==> config.mk <==
export PLATFORM = sky130hd
export DESIGN_NAME = commit_trace_buffer
export DESIGN_NICKNAME = d
export VERILOG_FILES = /design/src/rtl/commit_trace_buffer.sv
export SDC_FILE = /design/constraint.sdc
export NUM_CORES = 2
export LEC_CHECK = 0
export CAP_MARGIN = 0
export CORE_ASPECT_RATIO = 0.6
export CORE_UTILIZATION = 25
export CTS_CLUSTER_DIAMETER = 100
export DETAILED_ROUTE_END_ITERATION = 7
export SLEW_MARGIN = 25
export SYNTH_ARGS = -nofsm -noshare
export SYNTH_HDL_FRONTEND = slang
export SYNTH_SLANG_ARGS = --single-unit
==> constraint.sdc <==
create_clock -name clk -period 14.55 [get_ports clk]
set_clock_uncertainty 0.1 [all_clocks]
set_input_delay 2.1825 -clock clk [delete_from_list [all_inputs] [get_ports clk]]
set_output_delay 2.1825 -clock clk [all_outputs]
set_load 0.02 [all_outputs]
==> src/rtl/commit_trace_buffer.sv <==
// Circular trace of retired instructions; an accepted retire is visible right after its edge and is popped on out_valid & out_ready.
// When full, the new entry is dropped (WRAP=0) or the oldest is overwritten (WRAP=1); either case sets the sticky overflow flag.
module commit_trace_buffer #(
  parameter int DATA_W = 32,
  parameter int REG_W  = 5,
  parameter int DEPTH  = 16,
  parameter int WRAP   = 0
) (
  input  logic                      clk,
  input  logic                      rst,
  input  logic                      retire_valid,
  input  logic [DATA_W-1:0]         retire_pc,
  input  logic                      retire_halt,
  input  logic                      retire_regwrite,
  input  logic [REG_W-1:0]          retire_reg,
  input  logic [DATA_W-1:0]         retire_wdata,
  input  logic                      retire_memwrite,
  input  logic [DATA_W-1:0]         retire_memaddr,
  input  logic [DATA_W-1:0]         retire_memdata,
  output logic                      out_valid,
  input  logic                      out_ready,
  output logic [31:0]               out_inum,
  output logic [DATA_W-1:0]         out_pc,
  output logic [1:0]                out_kind,
  output logic [REG_W-1:0]          out_reg,
  output logic [DATA_W-1:0]         out_value,
  output logic [DATA_W-1:0]         out_addr,
  output logic [$clog2(DEPTH):0]    count,
  output logic                      overflow,
  output logic                      halted
);
  localparam int PTR_W = $clog2(DEPTH);
  localparam int CNT_W = PTR_W + 1;
  localparam logic [CNT_W-1:0] FULL_CNT = CNT_W'(DEPTH);
  localparam logic WRAP_EN = (WRAP != 0);
  localparam logic [1:0] K_NOP = 2'd0, K_REG = 2'd1, K_ST = 2'd2, K_HALT = 2'd3;

  logic [31:0]       inum_mem  [DEPTH];
  logic [DATA_W-1:0] pc_mem    [DEPTH];
  logic [1:0]        kind_mem  [DEPTH];
  logic [REG_W-1:0]  reg_mem   [DEPTH];
  logic [DATA_W-1:0] value_mem [DEPTH];
  logic [DATA_W-1:0] addr_mem  [DEPTH];

  logic [PTR_W-1:0] wptr, rptr;
  logic [CNT_W-1:0] cnt;
  logic [31:0]      inum_ctr;
  logic             ovf_q, halted_q;

  logic accept, pop, full, write, overwrite, lost, inc;
  logic [1:0] new_kind;

  always_comb begin
    accept    = retire_valid & ~halted_q;
    pop       = (cnt != '0) & out_ready;
    full      = (cnt == FULL_CNT);
    lost      = accept & full & ~pop;
    write     = accept & (~full | pop | WRAP_EN);
    // Overwrite on a full buffer consumes the oldest slot, so the head moves too.
    overwrite = lost & WRAP_EN;
    inc       = write & ~overwrite;
    new_kind  = K_NOP;
    if (retire_halt)          new_kind = K_HALT;
    else if (retire_regwrite) new_kind = K_REG;
    else if (retire_memwrite) new_kind = K_ST;
  end

  always_ff @(posedge clk) begin
    if (rst) begin
      wptr     <= '0;
      rptr     <= '0;
      cnt      <= '0;
      inum_ctr <= '0;
      ovf_q    <= 1'b0;
      halted_q <= 1'b0;
    end else begin
      if (accept)               inum_ctr <= inum_ctr + 32'd1;
      if (accept & retire_halt) halted_q <= 1'b1;
      if (lost)                 ovf_q    <= 1'b1;
      if (write)                wptr     <= wptr + PTR_W'(1);
      if (pop | overwrite)      rptr     <= rptr + PTR_W'(1);
      if (inc & ~pop)           cnt      <= cnt + CNT_W'(1);
      else if (pop & ~inc)      cnt      <= cnt - CNT_W'(1);
    end
  end

  always_ff @(posedge clk) begin
    if (write & ~rst) begin
      inum_mem[wptr]  <= inum_ctr;
      pc_mem[wptr]    <= retire_pc;
      kind_mem[wptr]  <= new_kind;
      reg_mem[wptr]   <= retire_reg;
      value_mem[wptr] <= retire_regwrite ? retire_wdata : retire_memdata;
      addr_mem[wptr]  <= retire_memaddr;
    end
  end

  always_comb begin
    out_valid = (cnt != '0);
    out_inum  = inum_mem[rptr];
    out_pc    = pc_mem[rptr];
    out_kind  = kind_mem[rptr];
    out_reg   = reg_mem[rptr];
    out_value = value_mem[rptr];
    out_addr  = addr_mem[rptr];
    count     = cnt;
    overflow  = ovf_q;
    halted    = halted_q;
  end
endmodule

==> results.md <==
* Count of synthesis-stage warnings from yosys at 0
* Post-layout min period at approximately 7.7 ns
* Final clock period utilization by the worst path at 0.530
* Relative slew slack at 0.190
* Vias per cell at 4.45
* Die Span X at 751 um
* Setup TNS after final layout at 0 ns
* Outcome: finished clean
* Mean routed wirelength per cell at 23.8 um
* EDFF count, synth at 2160
* Top-area cell type share of the netlist area at 0.771
* Max Clk Rate at 130 MHz
* Worst path required time at 12.27 ns
* Number of routed nets with antenna violations at 0
* Startpoint-to-endpoint class of the critical path: flop to primary output
* Post-CTS Setup Inserts at 0
* Count of cell types in the netlist at 40
* Pin count of the biggest net entering global routing at ~140
* First-pass iteration count of the detailed router at 7
* Cell types occupying the most area after synthesis: edfxtp_1, mux4_2, dfxtp_1
* Leak pwr at 29.2 nW
* Post-synthesis cell area at 84100 um^2
* Synthesized Nets at 3659
* HPWL after detailed placement at 109000 um
* Total power consumption of the routed design at roughly 16 mW
* CP arrival at 5.43 ns
* Post-placement worst setup slack at roughly 7.6 ns
* Share of async-settable or async-resettable flops after synthesis at 0
* Clk pin slew, worst setup/hold paths at 0.06 ns
* Synth-to-layout area growth at 18.1%
* Clock tree from TritonCTS: yes
* Level count of the clock H-tree at 4
* Dominant register cell in the synthesized netlist: edfxtp_1
* Filler cell count in the final layout at 32000
* Critical Path Source Type: flop
* Fin nets at roughly 4100
* RSZ-0062 raised after global routing: no
* CP Max Fanout at 135
* Maximum root-to-sink buffer count at 4
* Seq cells post-synth at about 2200
* Finished Layout Cells at 8566
* Post-synthesis sequential area ratio at 0.783
* Cells along the critical path: buf_4, buf_4, buf_12, mux4_2, mux4_2, clkdlybuf4s50_1
* Y dimension of the die at 451 um
* Initial Util at 0.252
* Max stage delay on crit path at roughly 0.77 ns
* Final Cell Area at 99400 um^2
* Total setup violations reported at the end of the flow at 0
* Port-buffer cells at 282
* Classification of the worst-slack hold path: flop to flop
* Share of final-layout standard cells stronger than drive strength 1 at 0.260
* Top-count cell post-synth: edfxtp_1
* Gr usage total at 0.118
* Cell area after placement at 92600 um^2
* Fin. Hold Viols at 0
* Number of max-capacitance violations reported at 0
* Via total after detailed routing at 38100
* Area of the die at 339000 um^2
* Number of rows in the core area at roughly 160
* Largest area contributor in the synthesized netlist: edfxtp_1
* Global placer's final weighted congestion at 0.694
* Number of antenna violations at the first check in global routing at 12
* Vias in the first global route at 39800
* Instance count of the mapped netlist at 3508
* P per Cell Area at 159 nW/um^2
* Worst setup margin at 6.84 ns
* Avg Synthesized Cell Area at 24.0 um^2
* Worst Tran Pin Value at 1.22 ns
* Count of routing violations after the opening detailed-route iteration at 4042
* Number of buffers inserted during clock tree synthesis at between 200 and 250
* Number of pins exceeding their max-slew limit in the final report at 0
* Final WL at 204000 um
* CTS Sinks at roughly 2200
* Final Core Density at 0.298
* Hold slack at 0.439 ns
* Global-route wire length before repair at 292000 um
* Highest-delay cell along the critical path: buf_4
* Boundary pin count at between 200 and 300
* Root buf cell: clkbuf_16
* Cell total after placement at 8177
* Congestion Overflow GR at 0
* Number of hold-repair buffers added at the cts stage at 0
* Worst IR drop on VDD at about 0.11 mV
* Skew-Pair Late Insertion Delay at roughly 0.9 ns
* Residual DRC at 0
* Sort of element at the end of the critical path: primary output
* Std-Cell Core Area at 334000 um^2
* Most instantiated cells after synthesis: edfxtp_1, mux4_2, a21oi_1, clkbuf_1, buf_2
* Number of instances resized during post-cts repair at 0
cell families after synthesis:
family          share of synthesized area
compound gates                     0.0127
xor+xnor                          0.00208
fa+ha+maj                         0.00173
buf+inv                            0.0110
flops                               0.783
mux                                 0.177
simple gates                       0.0123
critical path: cells and delay by family, from the launching register on:
family / cells / cell delay, ns
buffers and inverters: 4 / 2.48
multiplexers: 2 / 1.02
flip-flops: 1 / 0.64
state kept, by name, indices dropped and copies added, names as in the netlist, named ones only:
register   cells
inum_ctr      32
count          5
pc_mem       512
value_mem    512
halted         1
rptr           4
addr_mem     512
overflow       1
kind_mem      32
reg_mem       80
inum_mem     512
wptr           4
placed cells by master (no fill, tap or decap), types with 6 or more instances in the layout:
cell / instances
edfxtp_1: 2160
mux4_2: 617
clkdlybuf4s50_1: 280
clkbuf_16: 217
buf_4: 85
a21oi_1: 84
mux2i_1: 62
nor2b_1: 60
a211oi_1: 60
clkinv_1: 47
dfxtp_1: 47
clkbuf_1: 44
clkinv_2: 37
mux2_2: 33
nor2_1: 30
bufinv_16: 18
nand2_1: 16
xor2_1: 14
or4_1: 13
nand4_1: 13
nor2_4: 12
o31ai_1: 12
nand3_1: 10
ha_1: 10
inv_1: 9
o21ai_0: 9
or3_1: 8
clkinvlp_4: 8
buf_12: 7
xnor2_1: 6
final timing paths:
kind	from	slack, ns	to	cells past startpoint
worst max register to register	count[0]	9.93	value_mem[11][19]	8
worst min register to register	rptr[3]	0.44	rptr[3]	2
worst max-delay path	flop	6.84	out_value[19]	6
worst min-delay path	rptr[3]	0.44	rptr[3]	2
cell type report:
cell class / instances / area (um^2) / area share
clock inverter: 125 / 1160 / 0.0116
sequential: 2211 / 65900 / 0.663
multi-input combinational: 1101 / 17400 / 0.175
timing repair buffer: 376 / 3650 / 0.0368
tap: 4482 / 5610 / 0.0564
inverter: 9 / 33.8 / 0.000340
antenna: 1 / 2.50 / 0.0000252
clock buffer: 261 / 5600 / 0.0563
where the power goes:
group | leakage (nW) | switching [mW] | internal [mW]
Combinational | 5.87 | 1.62 | 1.64
Clock | 3.29 | 2.37 | 3.06
Sequential | 20.0 | 0.0522 | 7.05
routing by layer:
layer,track usage,up-vias,wire length (um)
met5,0,-,32
met2,0.186,1123,96000
met1,0.169,20800,91400
met4,0.0241,6,3640
met3,0.0247,239,13000
li1,-,15900,-
No activity file was read; power rests on OpenSTA's default activity.
